<file path="src/rtl/noc_local_injector_pkg.sv">
// ---------------------------------------------------------------------------
// noc_local_injector_pkg
// Shared NoC parameter set for the local injector:
//   - default network dimensions (VC count, router ID widths)
//   - default injector sizing (credits per VC, max body length, payload width)
//   - flit_type_t : 2-bit flit type carried in the top bits of every flit
//   - noc_head_t  : head-flit payload fields, dest_x in the LSBs
//   - CREDIT_W    : credit counter width for the default credit depth
// ---------------------------------------------------------------------------
package noc_local_injector_pkg;

  localparam int NOC_VC_CHANNEL  = 2;
  localparam int NOC_ID_X_WIDTH  = 4;
  localparam int NOC_ID_Y_WIDTH  = 4;
  localparam int NOC_CREDITS     = 4;
  localparam int NOC_MAX_LEN     = 15;
  localparam int NOC_PAYLOAD_W   = 32;
  localparam int NOC_LEN_W       = $clog2(NOC_MAX_LEN + 1);

  // Counter must hold the full value CREDITS, hence +1.
  function automatic int credit_w(input int credits);
    return $clog2(credits + 1);
  endfunction

  localparam int CREDIT_W = credit_w(NOC_CREDITS);

  typedef enum logic [1:0] {
    FLIT_BODY     = 2'b00,
    FLIT_HEAD     = 2'b01,
    FLIT_TAIL     = 2'b10,
    FLIT_HEADTAIL = 2'b11
  } flit_type_t;

  // Packed MSB-first, so dest_x lands in the least significant bits.
  typedef struct packed {
    logic [NOC_LEN_W-1:0]      len;
    logic [NOC_ID_Y_WIDTH-1:0] src_y;
    logic [NOC_ID_X_WIDTH-1:0] src_x;
    logic [NOC_ID_Y_WIDTH-1:0] dest_y;
    logic [NOC_ID_X_WIDTH-1:0] dest_x;
  } noc_head_t;

endpackage

</file>
<file path="src/rtl/noc_credit_counter.sv">
// ---------------------------------------------------------------------------
// noc_credit_counter
// Tracks free downstream buffer slots for one virtual channel.
//   i_clk           : clock, rising edge
//   i_rst           : asynchronous active-high reset, count returns to CREDITS
//   i_consume       : a flit was committed to this VC this cycle
//   i_credit_return : downstream freed one slot this cycle
//   o_has_credit    : at least one slot is free
// Simultaneous consume and return cancel out.
// ---------------------------------------------------------------------------
module noc_credit_counter
  import noc_local_injector_pkg::*;
#(
  parameter int CREDITS = NOC_CREDITS
) (
  input  logic i_clk,
  input  logic i_rst,
  input  logic i_consume,
  input  logic i_credit_return,
  output logic o_has_credit
);

  localparam int CNT_W = credit_w(CREDITS);
  localparam logic [CNT_W-1:0] FULL = CNT_W'(CREDITS);

  logic [CNT_W-1:0] r_count;

  always_ff @(posedge i_clk or posedge i_rst) begin
    if (i_rst) begin
      r_count <= FULL;
    end else if (i_consume && !i_credit_return) begin
      r_count <= r_count - CNT_W'(1);
    end else if (i_credit_return && !i_consume && (r_count != FULL)) begin
      // A return at FULL is a protocol error; hold at FULL rather than wrap.
      r_count <= r_count + CNT_W'(1);
    end
  end

  assign o_has_credit = (r_count != '0);

  a_no_overflow: assert property (@(posedge i_clk) disable iff (i_rst)
    !(i_credit_return && !i_consume && (r_count == FULL)));

  a_no_underflow: assert property (@(posedge i_clk) disable iff (i_rst)
    !(i_consume && (r_count == '0)));

endmodule

</file>
<file path="src/rtl/noc_local_injector.sv">
// ---------------------------------------------------------------------------
// noc_local_injector
// Network-interface transmit stage feeding the router's local input port.
// Turns a packet request plus a payload word stream into HEAD/BODY/TAIL
// flits, never sending a flit without a downstream credit on its VC.
//   i_noc_clk / i_noc_rst          : clock, asynchronous active-high reset
//   i_id_x / i_id_y                : this router's coordinates (head source)
//   i_req_valid / o_req_ready      : packet request handshake (ready = idle)
//   i_req_dest_x/_y, i_req_vc, i_req_len : request fields, latched in IDLE
//   i_data_valid / o_data_ready / i_data_payload : body word handshake
//   o_flit_valid                   : one-hot VC valid, one cycle per flit
//   o_flit_out                     : {flit_type, vc, payload}
//   i_credit_return                : per-VC one-cycle slot-freed pulses
//   o_busy                         : packet in progress
// ---------------------------------------------------------------------------
module noc_local_injector
  import noc_local_injector_pkg::*;
#(
  parameter  int CHANNELS  = NOC_VC_CHANNEL,
  parameter  int CREDITS   = NOC_CREDITS,
  parameter  int MAX_LEN   = NOC_MAX_LEN,
  parameter  int PAYLOAD_W = NOC_PAYLOAD_W,
  localparam int LEN_W     = $clog2(MAX_LEN + 1),
  localparam int VC_W      = (CHANNELS > 1) ? $clog2(CHANNELS) : 1,
  localparam int FLIT_W    = 2 + VC_W + PAYLOAD_W
) (
  input  logic                      i_noc_clk,
  input  logic                      i_noc_rst,
  input  logic [NOC_ID_X_WIDTH-1:0] i_id_x,
  input  logic [NOC_ID_Y_WIDTH-1:0] i_id_y,
  input  logic                      i_req_valid,
  output logic                      o_req_ready,
  input  logic [NOC_ID_X_WIDTH-1:0] i_req_dest_x,
  input  logic [NOC_ID_Y_WIDTH-1:0] i_req_dest_y,
  input  logic [VC_W-1:0]           i_req_vc,
  input  logic [LEN_W-1:0]          i_req_len,
  input  logic                      i_data_valid,
  output logic                      o_data_ready,
  input  logic [PAYLOAD_W-1:0]      i_data_payload,
  output logic [CHANNELS-1:0]       o_flit_valid,
  output logic [FLIT_W-1:0]         o_flit_out,
  input  logic [CHANNELS-1:0]       i_credit_return,
  output logic                      o_busy
);

  typedef enum logic [1:0] {
    ST_IDLE = 2'd0,
    ST_HEAD = 2'd1,
    ST_BODY = 2'd2
  } state_t;

  state_t                      r_state;
  logic [NOC_ID_X_WIDTH-1:0]   r_dest_x;
  logic [NOC_ID_Y_WIDTH-1:0]   r_dest_y;
  logic [VC_W-1:0]             r_vc;
  logic [LEN_W-1:0]            r_len;
  logic [LEN_W-1:0]            r_remaining;
  logic [CHANNELS-1:0]         r_flit_valid;
  logic [FLIT_W-1:0]           r_flit_out;

  logic [CHANNELS-1:0]         w_has_credit;
  logic [CHANNELS-1:0]         w_vc_onehot;
  logic [CHANNELS-1:0]         w_consume;
  logic                        w_vc_credit;
  logic                        w_head_emit;
  logic                        w_body_emit;
  logic                        w_emit;
  logic [LEN_W-1:0]            w_req_len_clamped;
  noc_head_t                   w_head;
  flit_type_t                  w_flit_type;
  logic [PAYLOAD_W-1:0]        w_flit_payload;

  // Per-VC credit tracking; only the VC of the current packet ever consumes.
  generate
    for (genvar gi = 0; gi < CHANNELS; gi++) begin : g_vc
      assign w_vc_onehot[gi] = (r_vc == VC_W'(gi));
      assign w_consume[gi]   = w_emit && w_vc_onehot[gi];

      noc_credit_counter #(
        .CREDITS(CREDITS)
      ) u_credit (
        .i_clk          (i_noc_clk),
        .i_rst          (i_noc_rst),
        .i_consume      (w_consume[gi]),
        .i_credit_return(i_credit_return[gi]),
        .o_has_credit   (w_has_credit[gi])
      );
    end
  endgenerate

  assign w_vc_credit  = w_has_credit[r_vc];
  assign o_req_ready  = (r_state == ST_IDLE);
  assign o_busy       = (r_state != ST_IDLE);
  assign o_data_ready = (r_state == ST_BODY) && w_vc_credit;
  assign w_head_emit  = (r_state == ST_HEAD) && w_vc_credit;
  assign w_body_emit  = o_data_ready && i_data_valid;
  assign w_emit       = w_head_emit || w_body_emit;

  // Widened compare so the clamp stays meaningful when MAX_LEN fills LEN_W.
  assign w_req_len_clamped = ({1'b0, i_req_len} > (LEN_W + 1)'(MAX_LEN)) ?
                             LEN_W'(MAX_LEN) : i_req_len;

  always_comb begin
    w_head        = '0;
    w_head.dest_x = r_dest_x;
    w_head.dest_y = r_dest_y;
    w_head.src_x  = i_id_x;
    w_head.src_y  = i_id_y;
    w_head.len    = NOC_LEN_W'(r_len);
  end

  // Type/payload of the flit that would be committed this cycle.
  always_comb begin
    w_flit_type    = FLIT_BODY;
    w_flit_payload = i_data_payload;
    if (r_state == ST_HEAD) begin
      w_flit_type    = (r_len == '0) ? FLIT_HEADTAIL : FLIT_HEAD;
      w_flit_payload = PAYLOAD_W'(w_head);
    end else if (r_remaining == LEN_W'(1)) begin
      w_flit_type = FLIT_TAIL;
    end
  end

  always_ff @(posedge i_noc_clk or posedge i_noc_rst) begin
    if (i_noc_rst) begin
      r_state      <= ST_IDLE;
      r_dest_x     <= '0;
      r_dest_y     <= '0;
      r_vc         <= '0;
      r_len        <= '0;
      r_remaining  <= '0;
      r_flit_valid <= '0;
      r_flit_out   <= '0;
    end else begin
      r_flit_valid <= '0;
      if (w_emit) begin
        r_flit_valid <= w_vc_onehot;
        r_flit_out   <= {w_flit_type, r_vc, w_flit_payload};
      end

      case (r_state)
        ST_IDLE: begin
          if (i_req_valid) begin
            r_dest_x <= i_req_dest_x;
            r_dest_y <= i_req_dest_y;
            r_vc     <= i_req_vc;
            r_len    <= w_req_len_clamped;
            r_state  <= ST_HEAD;
          end
        end
        ST_HEAD: begin
          if (w_head_emit) begin
            if (r_len == '0) begin
              r_state <= ST_IDLE;
            end else begin
              r_remaining <= r_len;
              r_state     <= ST_BODY;
            end
          end
        end
        ST_BODY: begin
          if (w_body_emit) begin
            r_remaining <= r_remaining - LEN_W'(1);
            if (r_remaining == LEN_W'(1)) begin
              r_state <= ST_IDLE;
            end
          end
        end
        default: r_state <= ST_IDLE;
      endcase
    end
  end

  assign o_flit_valid = r_flit_valid;
  assign o_flit_out   = r_flit_out;

  a_req_len_legal: assert property (@(posedge i_noc_clk) disable iff (i_noc_rst)
    (o_req_ready && i_req_valid) |-> ({1'b0, i_req_len} <= (LEN_W + 1)'(MAX_LEN)));

endmodule

</file>
<file path="config.mk">
export PLATFORM = sky130hd
export DESIGN_NAME = noc_local_injector
export DESIGN_NICKNAME = d
export VERILOG_FILES = /design/src/rtl/noc_local_injector_pkg.sv /design/src/rtl/noc_credit_counter.sv /design/src/rtl/noc_local_injector.sv
export SDC_FILE = /design/constraint.sdc
export NUM_CORES = 1
export LEC_CHECK = 0
export CAP_MARGIN = 20
export CORE_ASPECT_RATIO = 0.6
export CORE_UTILIZATION = 30
export CTS_CLUSTER_DIAMETER = 60
export DETAILED_ROUTE_END_ITERATION = 7
export GPL_ROUTABILITY_DRIVEN = 0
export PLACE_DENSITY_LB_ADDON = 0.12
export SYNTH_ARGS = -nofsm -noshare
export SYNTH_HDL_FRONTEND = slang
export SYNTH_HIERARCHICAL = 1
export SYNTH_SLANG_ARGS = --single-unit
</file>
<file path="constraint.sdc">
create_clock -name i_noc_clk -period 3.1 [get_ports i_noc_clk]
set_input_delay 0.31 -clock i_noc_clk [delete_from_list [all_inputs] [get_ports i_noc_clk]]
set_output_delay 0.31 -clock i_noc_clk [all_outputs]
set_load 0.005 [all_outputs]
</file>
* Word level (Yosys, flattened, before mapping)
Index checks and enable logic that the tools add are counted.
** Operators by class
- Mux-type cells :: 21
- Reductions and logical operators :: 27
- Bitwise gates (word level) :: 1
- Eq/ne operators :: 10
- $lt $le $gt $ge :: 1
- Add/sub/neg operators :: 5
** Operator list (count)
- $mux W32 :: 1
- $mux W2 :: 9
- $mux W3 :: 4
- $mux W4 :: 3
- $logic_and A1 B1 Y1 :: 11
- $ne A2 B2 Y1 const B :: 4
- $pmux W4 S2 :: 1
- $reduce_and A4 Y1 :: 2
- $reduce_bool A2 Y1 :: 4
- $add A3 B1 Y3 const B :: 2
- $ne A3 B3 Y1 const B :: 2
- $pmux W2 S3 :: 1
- $reduce_bool A3 Y1 :: 2
- $sub A3 B1 Y3 const B :: 2
- $eq A4 B1 Y1 const B :: 1
- $logic_not A1 Y1 :: 4
- $logic_not A4 Y1 :: 1
- $sub A4 B1 Y4 const B :: 1
- $eq A2 B1 Y1 const B :: 1
- $eq A2 B2 Y1 const B :: 1
- $logic_not A2 Y1 :: 1
- $lt A1 B2 Y1 const B :: 1
- $mux W1 :: 2
- $ne A2 B1 Y1 const B :: 1
- other kinds (3) :: 3
** Storage, ports and cells
- Output and inout bits :: 40
- Word-level logic and storage cells :: 75
- Flip-flop bits (word level) :: 62

* Longest topological paths before layout
Gate-level depths: netlist of the first run.
- Depth after elaboration :: 12
- Gate-level depth with buffers :: 11
- Depth with buffers taken out :: 10

* By module
Netlist of the first run, hierarchy kept.
** Modules (own cells, without submodules)
- noc_local_injector :: times used 1, sequential area each 1401.3 µm², cells an instance 232, area each 2449.8 µm²
- noc_credit_counter :: times used 2, sequential area each 76.3 µm², cells an instance 25, area each 230.2 µm²

* Least setup slack after synthesis of the first run
OpenSTA, ideal clock, no wires.
- Kind :: register to register
- Start :: register g_vc[0].u_credit.r_count[1]
- End :: register g_vc[0].u_credit.r_count[2]
- Slack :: 0.610 ns
- Data arrival time :: 2.407 ns
- Required time :: 3.016 ns
- Period minus slack after synthesis :: 2.490 ns
- Stages on the path, launching flop included :: 12
- Path through :: dfrtp_1 or3_1 mux2i_4 a21o_4 buf_6 nor2_1 nor2b_2 xnor2_1 ha_1 nor4b_1 a31o_1 o22ai_2
** Between the ends
- Cells in the longest elaborated chain, start to end :: 11
- Elaborated cells on any way between the ends :: 18
** RTL lines
- start: declaration :: line noc_credit_counter.sv:26 : logic [CNT_W-1:0] r_count;
- start signal: assignment :: line noc_credit_counter.sv:32 : r_count <= r_count - CNT_W'(1);
- start signal: assignment :: line noc_credit_counter.sv:35 : r_count <= r_count + CNT_W'(1);
- $reduce_bool A3 Y1 * :: line noc_credit_counter.sv:39 : assign o_has_credit = (r_count != '0);
- net w_has_credit[0] :: line noc_local_injector.sv:61 : logic [CHANNELS-1:0] w_has_credit;
- $mux W1 (not written as such) * (2 in a row) :: line noc_local_injector.sv:91 : assign w_vc_credit = w_has_credit[r_vc];
- $logic_and A1 B1 Y1 :: line noc_local_injector.sv:94 : assign o_data_ready = (r_state == ST_BODY) && w_vc_credit;
- $logic_and A1 B1 Y1 :: line noc_local_injector.sv:96 : assign w_body_emit = o_data_ready && i_data_valid;
- $logic_or A1 B1 Y1 * :: line noc_local_injector.sv:97 : assign w_emit = w_head_emit || w_body_emit;
- $logic_and A1 B1 Y1 * :: line noc_local_injector.sv:77 : assign w_consume[gi] = w_emit && w_vc_onehot[gi];
- net w_consume[0] :: line noc_local_injector.sv:63 : logic [CHANNELS-1:0] w_consume;
- $logic_not A1 Y1 :: line noc_credit_counter.sv:33 : end else if (i_credit_return && !i_consume && (r_count != FULL)) begin
- $logic_and A1 B1 Y1 (2 in a row) :: line noc_credit_counter.sv:33
- $reduce_bool A2 Y1 (no line)
The timed path passes the listed nets; every way through them passes the cells marked *. The select of a mux whose other input is x is not followed.
A chain may end at the register's enable or synchronous reset.

* Final worst setup path of the first run
Ends and elaborated chain as after synthesis.

==> metrics, run 1 <==
critical setup path kind register to register; vias in the first global route 2200; outcome completed; clock buffer count from CTS 9; drt initial violations 108; net count reported at finish 445; most frequently used flop master after synthesis sky130_fd_sc_hd__dfrtp_1; count of flip-flops with a built-in enable after synthesis 0; top cells by area, synth sky130_fd_sc_hd__dfrtp_1, sky130_fd_sc_hd__nand2_1, sky130_fd_sc_hd__mux2_2; clock tree from TritonCTS built; Total Routing Usage GR 0.157; max-capacitance violation count 0; mean cell area of the mapped netlist about 10 sq um; insertion delay of the later-clocked pin in the worst-skew pair 0.33 ns; Core ar. ~9300 sq um; Ports 99; die width 129 microns; Worst Setup End Kind register; final cycle utilization of the critical path 0.895; effective utilization at floorplan 0.313; number of remaining DRC errors 0; number of iterations in the first detailed-routing pass 4; area fraction of the dominant cell type after synthesis 0.516; first-pass GRT wire length about 12 mm; number of diodes 0; signed area change from the synthesized netlist to the final layout 47.3%; Synth warnings 6; synthesized net count 345; library cell occupying the most area in the post-synthesis netlist sky130_fd_sc_hd__dfrtp_1; Post-Synthesis Cells 282; die span in y 78.3 microns; die outline area 10100 sq um; number of placed cells counting well taps about 500; final critical-path required period 2.77 ns; asr flop ratio synth 1.00; largest net degree at the start of global routing 41; post-route ant nets 0; GR Overflow Total 0; HPWL after DPL 5.19 mm; CP startpoint kind register; core occupancy in the finished layout 0.461; largest fanout on the critical path 16; power density of the placed cells 992 nW/um^2; row cnt 27; DRT Wirelength 7.53 mm; quantity of gates resized following cts 0; sum of negative setup slack 0 ns; Post-Syn Area 2910 sq um; cell types with the highest counts after synthesis sky130_fd_sc_hd__dfrtp_1, sky130_fd_sc_hd__nand2_1, sky130_fd_sc_hd__nor2_1, sky130_fd_sc_hd__a31oi_1, sky130_fd_sc_hd__mux2_2; flip-flop and latch count after synthesis 62; static leakage 1.79 nW; initial antenna violation count 0; library cell used as clock root buffer sky130_fd_sc_hd__clkbuf_16; clock edge transition at the registers on the reported setup and hold paths 0.05 ns; Max Clk Rate 361 MHz; Max-Slew Margin vs Limit 0.346; Final setup viols 0; final cell count without fillers 516; hold buffers post-CTS 0; unrepaired setup endpoints after global routing false; sequential share of the synthesized area 0.534; maximum resistive drop on vdd 0.329 mV; worst-case register-to-register setup slack around 0.33 ns; Via Count 2393; fraction of final layout cells with drive strength greater than 1 0.117; worst clock skew 0.00550 ns; Avg Vias per Cell between 4 and 5; clk buf depth 2; Pins Over Slew Limit 0; H-tree depth 3; number of clock sinks seen by CTS 62; post-synthesis cell type count 45; wire length per cell after detailed routing roughly 15 microns; required time at the worst-slack endpoint about 3.4 ns; data arrival time of the critical path 3.03 ns; count of input and output buffers between 90 and 100; final count of hold timing violations 0; number of setup buffers added after CTS 0; class of the most critical hold timing path input port to asynchronous set/reset pin; most frequent cell after synthesis sky130_fd_sc_hd__dfrtp_1; measured slew at the worst slew-check pin 0.977 ns
-- flip-flops by register name (all words and copies together), names as in the netlist, 2 cells and up --
signal,cells
r_dest_y,4
r_dest_x,4
o_flit_valid,2
r_len,4
r_state,2
g_vc.u_credit/r_count,6
o_flit_out,35
r_remaining,4
-- cell type report --
| cell class | count | area, sq um |
|---|---|---|
| Clock buffer | 10 | 229 |
| Clock inverter | 5 | 27.5 |
| Fill cell | 887 | 5000 |
| Inverter | 13 | 48.8 |
| Multi-Input combinational cell | 194 | 1240 |
| Sequential cell | 62 | 1550 |
| Tap cell | 130 | 163 |
| Timing Repair Buffer | 102 | 1020 |
-- cell families after synthesis --
kind of cell / Yosys count / synth area share
adder cells (fa/ha/maj): 4 / 0.0172
flip-flops: 62 / 0.534
AO/OA/AOI/OAI: 69 / 0.174
buffers and inverters: 26 / 0.0430
AND/OR/NAND/NOR: 103 / 0.161
XOR/XNOR: 2 / 0.00602
multiplexers: 16 / 0.0653
-- critical path, stage by stage, from the launching register on --
cell                      delay (ns)
sky130_fd_sc_hd__dfrtp_1        0.43
sky130_fd_sc_hd__or3_1          0.45
sky130_fd_sc_hd__mux2i_4        0.35
sky130_fd_sc_hd__a21o_4         0.25
sky130_fd_sc_hd__nor2_1         0.12
sky130_fd_sc_hd__nor2b_2        0.22
sky130_fd_sc_hd__xnor2_1        0.14
sky130_fd_sc_hd__ha_1           0.24
sky130_fd_sc_hd__nor4b_1        0.27
sky130_fd_sc_hd__a31o_1         0.16
sky130_fd_sc_hd__o22ai_2        0.07
-- through the flow --
stage | worst slack [ns] | area, sq um | hold WS, ns | total power, mW
after floorplan | 0.610 | 2910 | 0.0629 | 2.58
after global routing | 0.0835 | 4290 | 0.252 | 4.57
final | 0.326 | 4290 | 0.236 | 4.25
after global placement | 0.278 | 4030 | 0.472 | 3.37
after CTS | 0.307 | 4290 | 0.244 | 4.31
after detailed placement | 0.133 | 4030 | 0.478 | 3.40
-- worst paths after layout --
kind,from,end,depth (start not counted)
worst min register to register,o_flit_out[32],o_flit_out[32],1
worst max-delay path,g_vc[0].u_credit/r_count[1],g_vc[0].u_credit/r_count[2],10
min in group i_noc_clk,o_flit_out[32],o_flit_out[32],1
worst min-delay path,i_noc_rst,g_vc[0].u_credit/r_count[0],2
max in group asynchronous,i_noc_rst,o_flit_out[4],3
worst max register to register,g_vc[0].u_credit/r_count[1],g_vc[0].u_credit/r_count[2],10
-- placed cells by master (no fill, tap or decap), types with 3 or more instances in the layout --
cell and n:
sky130_fd_sc_hd__or3_1 3, sky130_fd_sc_hd__inv_1 12, sky130_fd_sc_hd__nor3_1 3, sky130_fd_sc_hd__ha_1 4, sky130_fd_sc_hd__a31oi_1 22, sky130_fd_sc_hd__o21ai_0 5
sky130_fd_sc_hd__nor2_1 31, sky130_fd_sc_hd__mux2_2 14, sky130_fd_sc_hd__a22o_1 12, sky130_fd_sc_hd__nand2b_1 5, sky130_fd_sc_hd__dfrtp_1 60, sky130_fd_sc_hd__nor2b_2 3
sky130_fd_sc_hd__clkdlybuf4s50_1 98, sky130_fd_sc_hd__clkbuf_16 9, sky130_fd_sc_hd__clkinv_2 4, sky130_fd_sc_hd__nand2_1 45, sky130_fd_sc_hd__a21oi_1 7, sky130_fd_sc_hd__buf_4 3
-- per-layer routing --
layer,track usage,vias up,wire length (microns)
li1,-,1191,-
met1,0.235,1097,3950
met2,0.191,94,2740
met3,0.0702,11,737
met4,0.0565,0,100
met5,0,-,0
-- report_power, final --
part,internal (mW),switching [mW]
clock,0.529,0.347
sequential,1.21,0.287
combinational,1.04,0.838
total,2.78,1.47
No activity file was read; power rests on OpenSTA's default activity.
==> run 2: changes to the inputs <==
- ABC_CLOCK_PERIOD_IN_PS: not set -> 3100
- CTS_BUF_LIST: not set -> sky130_fd_sc_hd__clkbuf_4
==> run 2 against run 1 <==
Sequential share of layout area rose by 1.4 points. Core utilization decreased by 1.7 points. Total power shrank 10%.
==> metrics, run 2 (synthesis gave the netlist of run 1 again) <==
outcome completed; row cnt 27 (unchanged); sum of negative setup slack 0 ns (unchanged); DRT Wirelength 7.45 mm (-1.1%); maximum resistive drop on vdd 0.328 mV (-0.17%); Max Clk Rate 359 MHz (-0.46%); fraction of final layout cells with drive strength greater than 1 0.119 (+0.00259); signed area change from the synthesized netlist to the final layout 42.0%; effective utilization at floorplan 0.313 (unchanged); HPWL after DPL 5.19 mm (unchanged); footprint of the multi-input gates 1240 sq um (unchanged); Pins Over Slew Limit 0 (unchanged); final cycle utilization of the critical path 0.899 (+0.00414); power density of the placed cells 925 nW/um^2 (-6.7%); initial antenna violation count 0 (unchanged); clock buffer count from CTS 9 (unchanged); data arrival time of the critical path 3.12 ns (+0.09 ns); final setup slack of the worst path 0.314 ns (-0.0128 ns); hold buffers post-CTS 0 (unchanged); number of diodes 0 (unchanged); measured slew at the worst slew-check pin 0.953 ns (-0.0243 ns); critical setup path kind register to register; die outline area 10100 sq um (unchanged); quantity of gates resized following cts 0 (unchanged); static leakage 1.73 nW (-3.7%); final cell count without fillers 516 (unchanged); drt initial violations 128 (+19%); number of iterations in the first detailed-routing pass 4 (unchanged); final critical-path required period 2.79 ns (+0.0128 ns); CP startpoint kind register; class of the most critical hold timing path input port to asynchronous set/reset pin; vias in the first global route 2190 (-0.45%); post-route ant nets 0 (unchanged); H-tree depth 3 (unchanged); commonest cells after routing, fill and taps aside sky130_fd_sc_hd__clkdlybuf4s50_1, sky130_fd_sc_hd__dfrtp_1, sky130_fd_sc_hd__nand2_1; GR Overflow Total 0 (unchanged); die width 129 microns (unchanged); Final setup viols 0 (unchanged); die span in y 78.3 microns (unchanged); Via Count 2401 (+0.33%); number of placed cells counting well taps 501 (unchanged); Fill cells 898 (+1.2%); largest fanout on the critical path 16 (unchanged); Core ar. 9290 sq um (unchanged); count of input and output buffers 98 (unchanged); required time at the worst-slack endpoint 3.43 ns (+0.07 ns); number of clock sinks seen by CTS 62 (unchanged); clock tree from TritonCTS built; net count reported at finish 445 (unchanged); power after layout 3.82 mW (-10%); number of setup buffers added after CTS 0 (unchanged); Total Routing Usage GR 0.154 (-0.00340); largest net degree at the start of global routing 41 (unchanged); Hold WS 0.160 ns (-0.0765 ns); insertion delay of the later-clocked pin in the worst-skew pair 0.40 ns (+0.07 ns); max-capacitance violation count 0 (unchanged); max reg flops 35 (unchanged); clock edge transition at the registers on the reported setup and hold paths 0.10 ns (+0.05 ns); pre-CTS worst setup slack 0.133 ns (unchanged); number of remaining DRC errors 0 (unchanged); clk buf depth 2 (unchanged); Avg Vias per Cell 4.65 (+0.33%); unrepaired setup endpoints after global routing false; Ports 99 (unchanged); first-pass GRT wire length 11.6 mm (-0.64%); final count of hold timing violations 0 (unchanged); wire length per cell after detailed routing 14.4 microns (-1.1%); Worst Setup End Kind register; library cell used as clock root buffer sky130_fd_sc_hd__clkbuf_4; Max-Slew Margin vs Limit 0.362 (+0.0163); commonest non-fill, non-tap cell in the layout sky130_fd_sc_hd__clkdlybuf4s50_1; sequential cell area 1550 sq um (unchanged); worst clock skew 0.0140 ns (+0.00854 ns)
run 2: worst paths after layout:
path                                             start                     endpoint  slack (ns)  depth (start not counted)
setup reg to reg           g_vc[0].u_credit/r_count[1]  g_vc[0].u_credit/r_count[2]        0.31                         10
min in group i_noc_clk              i_data_payload[14]               o_flit_out[14]        0.46                          3
setup / recovery           g_vc[0].u_credit/r_count[1]  g_vc[0].u_credit/r_count[2]        0.31                         10
max in group asynchronous                    i_noc_rst                o_flit_out[4]        2.17                          3
hold / removal                               i_noc_rst  g_vc[0].u_credit/r_count[0]        0.16                          2
hold reg to reg                         o_flit_out[32]               o_flit_out[32]        0.50                          1
run 2: metrics by stage:
stage           util  instance area [sq um]
4_1_cts        0.445                   4130
3_3_place_gp   0.434                   4030
5_1_grt        0.445                   4130
3_5_place_dp   0.434                   4030
6_report       0.445                   4130
2_1_floorplan      -                   2910
run 2: layer usage:
metal	global-route usage	part of all wire	wire length (microns)	vias up
li1	-	-	-	1197
met1	0.233	0.53	3930	1111
met2	0.192	0.38	2800	89
met3	0.0661	0.091	675	4
met4	0.0388	0.0060	45	0
met5	0	0	0	-
run 2: worst max-delay path, stage by stage, from the launching register on:
cell and delay [ns]:
sky130_fd_sc_hd__dfrtp_1 0.46, sky130_fd_sc_hd__or3_1 0.45, sky130_fd_sc_hd__mux2i_4 0.35, sky130_fd_sc_hd__a21o_4 0.25
sky130_fd_sc_hd__nor2_1 0.12, sky130_fd_sc_hd__nor2b_2 0.22, sky130_fd_sc_hd__xnor2_1 0.14, sky130_fd_sc_hd__ha_1 0.23
sky130_fd_sc_hd__nor4b_1 0.27, sky130_fd_sc_hd__a31o_1 0.16, sky130_fd_sc_hd__o22ai_2 0.07
run 2: report_power, final:
part | total [mW] | internal, mW | switching (mW)
clock | 0.449 | 0.164 | 0.285
combinational | 1.88 | 1.04 | 0.840
sequential | 1.49 | 1.20 | 0.289
total | 3.82 | 2.41 | 1.41
run 2: cell type report:
class,instances,area share
Clock buffer,10,0.0182
Clock inverter,5,0.00666
Inverter,13,0.0118
Multi-Input combinational cell,194,0.300
Sequential cell,62,0.376
Tap cell,130,0.0394
Timing Repair Buffer,102,0.248
==> run 3: changes to the inputs <==
- CORE_ASPECT_RATIO: 0.6 -> 0.7
- TNS_END_PERCENT: not set -> 30
==> run 3 against run 2 <==
Routed wire length shrank 3.1%. Largest cell class unchanged. Clock power grew 22%. Register-to-register slack gained 0.24 ns. Critical path type is now register to output pin. Clock skew is essentially flat. Highest routed layer unchanged. Sequential power is essentially flat. First-iteration DRC count shrank 5.5%. Global-route usage grew 0.15 points.
==> metrics, run 3 (synthesis gave the netlist of run 1 again) <==
worst clock skew 0.0139 ns (-0.000117 ns); Core ar. 9250 sq um (-0.40%); clk buf depth 2 (unchanged); worst-case register-to-register setup slack 0.55 ns (+0.24 ns); number of clock sinks seen by CTS 62 (unchanged); library cell used as clock root buffer sky130_fd_sc_hd__clkbuf_4; post-route ant nets 0 (unchanged); Max Clk Rate 390 MHz (+8.7%); worst flop-to-flop path endpoint g_vc[0].u_credit/r_count[2]; DRT Wirelength 7.21 mm (-3.1%); power density of the placed cells 936 nW/um^2 (+1.2%); core occupancy in the finished layout 0.451 (+0.00586); HPWL after DPL 5.14 mm (-1.0%); number of setup buffers added after CTS 0 (unchanged); vias in the first global route 2487 (+14%); clock edge transition at the registers on the reported setup and hold paths 0.09 ns (about the same); Avg Vias per Cell 4.64 (-0.34%); GR Overflow Total 0 (unchanged); number of diodes 0 (unchanged); hold buffers post-CTS 0 (unchanged); internal power 2.51 mW (+4.3%); commonest non-fill, non-tap cell in the layout sky130_fd_sc_hd__clkdlybuf4s50_1; Reg2Reg Launch Point g_vc[1].u_credit/r_count[1]; die width 120 microns (-7.3%); clock tree from TritonCTS built; required time at the worst-slack endpoint 2.79 ns (-0.64 ns); effective utilization at floorplan 0.315 (+0.00127); largest fanout on the critical path 7 (-9); sum of negative setup slack 0 ns (unchanged); CP startpoint kind register; quantity of gates resized following cts 0 (unchanged); Critical Path Slowest Stage Cell sky130_fd_sc_hd__or3_1; Switching Share 0.356 (-0.0136); signed area change from the synthesized netlist to the final layout 43.3%; final cycle utilization of the critical path 0.827 (-0.0718); max reg flops 35 (unchanged); Fill cells 911 (+1.4%); proportion of power drawn by flip-flops and latches 0.381 (-0.010); pre-CTS worst setup slack 0.336 ns (+0.203 ns); wire length per cell after detailed routing 14.1 microns (-2.6%); depth of the worst register-to-register path 10 (unchanged); drt initial violations 121 (-5.5%); max-capacitance violation count 0 (unchanged); unrepaired setup endpoints after global routing false; clock buffer count from CTS 9 (unchanged); Via Count 2379 (-0.92%); Ports 99 (unchanged); share of total power in the clock network 0.140 (+0.023); final count of hold timing violations 0 (unchanged); count of input and output buffers 98 (unchanged); Worst Setup End Kind output pin; number of iterations in the first detailed-routing pass 4 (unchanged); die span in y 84.4 microns (+7.8%); critical path, cell by cell or3_1 > mux2i_4 > buf_4 > nor2_1 > clkdlybuf4s50_1; static leakage 1.76 nW (+1.7%); measured slew at the worst slew-check pin 0.865 ns (-0.0879 ns); cell class contributing the biggest share of worst-path delay buffers and inverters; commonest cells after routing, fill and taps aside sky130_fd_sc_hd__clkdlybuf4s50_1, sky130_fd_sc_hd__dfrtp_1, sky130_fd_sc_hd__nand2_1; data arrival time of the critical path 2.25 ns (-0.87 ns); switching power 1.39 mW (-1.6%); Pins Over Slew Limit 0 (unchanged); critical setup path kind register to output pin; class of the most critical hold timing path input port to asynchronous set/reset pin; largest net degree at the start of global routing 41 (unchanged); net count reported at finish 447 (+0.45%); Crit path largest cell delay 0.46 ns (about the same); Total Routing Usage GR 0.155 (+0.00152); number of remaining DRC errors 0 (unchanged); die outline area 10100 sq um (about the same); final setup slack of the worst path 0.536 ns (+0.223 ns); buffers plus inverters on the worst setup path 2 (+2); Final setup viols 0 (unchanged); first-pass GRT wire length 12.1 mm (+4.3%); row cnt 29 (+7.4%); outcome completed; Max-Slew Margin vs Limit 0.421 (+0.0588); initial antenna violation count 0 (unchanged); maximum resistive drop on vdd 0.339 mV (+3.3%); insertion delay of the later-clocked pin in the worst-skew pair 0.41 ns (about the same); combinational share of power 0.479 (-0.013); final critical-path required period 2.56 ns (-0.223 ns); fraction of final layout cells with drive strength greater than 1 0.126 (+0.00679); H-tree depth 3 (unchanged)
run 3: area by class of cell:
class / instances / area (sq um) / area share
multi-input cells: 194 / 1240 / 0.298
well taps: 124 / 155 / 0.0372
clock buffers: 11 / 82.6 / 0.0198
flip-flops and latches: 62 / 1550 / 0.373
clock inverters: 5 / 50.0 / 0.0120
repair buffers: 104 / 1040 / 0.249
inverters: 13 / 48.8 / 0.0117
run 3: how the worst max path moves through the flow:
stage | from | endpoint | slack, ns | depth (start not counted)
floorplan | g_vc[0].u_credit/r_count[1] | g_vc[0].u_credit/r_count[2] | 0.61 | 11
global placement | i_data_valid | g_vc[0].u_credit/r_count[2] | 0.39 | 10
detailed placement | i_data_valid | g_vc[0].u_credit/r_count[2] | 0.34 | 10
CTS | g_vc[1].u_credit/r_count[1] | o_data_ready | 0.50 | 5
global route | g_vc[1].u_credit/r_count[1] | g_vc[0].u_credit/r_count[2] | 0.33 | 10
finish | g_vc[1].u_credit/r_count[1] | o_data_ready | 0.54 | 5
run 3: power groups by stage:
stage                     clock, mW  combinational, mW  sequential [mW]
after global routing          0.609               2.09             1.55
final                         0.547               1.87             1.49
after detailed placement          0               1.89             1.50
after global placement            0               1.87             1.50
after floorplan                   0               1.12             1.47
after CTS                     0.577               1.90             1.49
run 3: per-layer routing:
metal / wire length [microns] / up-vias / track usage
met5: 0 / - / 0
met4: 93 / 0 / 0.0511
met3: 473 / 8 / 0.0639
met2: 3100 / 63 / 0.236
met1: 3540 / 1106 / 0.201
li1: - / 1202 / -
run 3: metrics by stage:
step | total power, mW | area [sq um] | cells | hold WS (ns)
3_5_place_dp | 3.40 | 4040 | 497 | 0.477
2_1_floorplan | 2.58 | 2910 | 282 | 0.0629
6_report | 3.91 | 4170 | 513 | 0.166
4_1_cts | 3.97 | 4170 | 513 | 0.145
3_3_place_gp | 3.37 | 4040 | 497 | 0.473
5_1_grt | 4.25 | 4170 | 513 | 0.157
==> RTL edit (settings of run 1) <==
Set the package constant `NOC_VC_CHANNEL` to 1 (it was 2).
--- a/src/rtl/noc_local_injector_pkg.sv
+++ b/src/rtl/noc_local_injector_pkg.sv
@@ -11,3 +11,3 @@
 
-  localparam int NOC_VC_CHANNEL  = 2;
+  localparam int NOC_VC_CHANNEL  = 1;
   localparam int NOC_ID_X_WIDTH  = 4;
Ports: changed (resized i_credit_return and o_flit_valid); port bits go from 99 to 97. The function was not compared with the original's and may differ.
==> RTL edit against run 1 <==
- sequential cell count down 4
- wire length shrank 10%
- count of clock-buffer cells in the layout rose by 5
- power increased by 1.8%
- final area down 2.3%
- sequential power shrank 5%
- fmax is 11% higher
- synthesized area down 3.1%
- setup slack better by 280 ps
==> RTL edit: results (changes against run 1) <==
metric;value;unit;change
status;finished, final reports clean;;
p_leak;1.77;nW;-1.2%
ys_seq_area_frac;0.515;;-0.0189
fin_nets;364;;-18%
critPathSlowestCell;dfstp_2;;
finalClockSkew;3.75;ps;-1.75 ps
drive_gt1_frac;0.279;;+0.163
synthCells;203;;-28%
use_met1;0.209;;-0.0263
cpPeakStageDelay;580;ps;+130 ps
synth_fa_ha_area_frac;0.0133;;-0.00389
port_buffers;96;;-2.0%
drt_iter0_markers;67;;-38%
dpl_worst_slack;467;ps;+334 ps
grt_use_met3;0.0830;;+0.0128
cp_max_fo;8;;-8
slew_headroom;0.516;;+0.170
crit_start;g_vc[0].u_credit/r_count[2];;
use_met2;0.212;;+0.0207
fillers;786;;-11%
grt_usage;0.155;;-0.00235
ir_worst_vdd;323;uV;-1.9%
reg2reg_slack;610;ps;+280 ps
placed_cells;418;;-17%
synth_fp_nets;264;;-23%
synth_area_leaders;dfrtp_1, mux2_2, mux2_4;;
period_share;0.803;;-0.0915
synth_xor_area_frac;0.00311;;-0.00291
synth_mux_area_frac;0.257;;+0.192
wl;6.75;mm;-10%
post_cts_buffers;0;;unchanged
final_cells;434;;-16%
grt_max_degree;25;;-39%
yosysWarnings;6;;unchanged
synth_common_cells;dfrtp_1, mux2_2, mux2_4;;
r2r_cells;9;;-1
hold-worst-slack;213;ps;-23.4 ps
synth_compound_area_frac;0.0980;;-0.0756
hpwl;4.79;mm;-7.8%
grt_pass1_vias;2121;;-3.6%
synth.distinct_cells;51;;+13%
RTL edit: power by group:
| part | total (mW) | switching, mW | internal (mW) |
|---|---|---|---|
| Sequential | 1.43 | 0.280 | 1.15 |
| Combinational | 1.92 | 0.677 | 1.24 |
| Clock | 0.976 | 0.328 | 0.648 |
| Total | 4.33 | 1.29 | 3.04 |
RTL edit: stage by stage:
stage / cell area (um2) / utilization
floorplan: 2820 / -
global placement: 3890 / 0.441
detailed placement: 3890 / 0.441
CTS: 4190 / 0.475
global route: 4190 / 0.475
finish: 4190 / 0.475
RTL edit: area by class of cell:
class                           count  area share
Sequential cell                    58       0.347
Multi-Input combinational cell    126       0.300
Clock buffer                       15      0.0711
Inverter                            8     0.00717
Timing Repair Buffer              100       0.237
Clock inverter                      1     0.00119
Tap cell                          126      0.0376
RTL edit: metal layers:
layer  up-vias  share of wire
li1        942              -
met1       959           0.50
met2        61           0.40
met3         7          0.084
met4         0         0.0089
met5         -              0
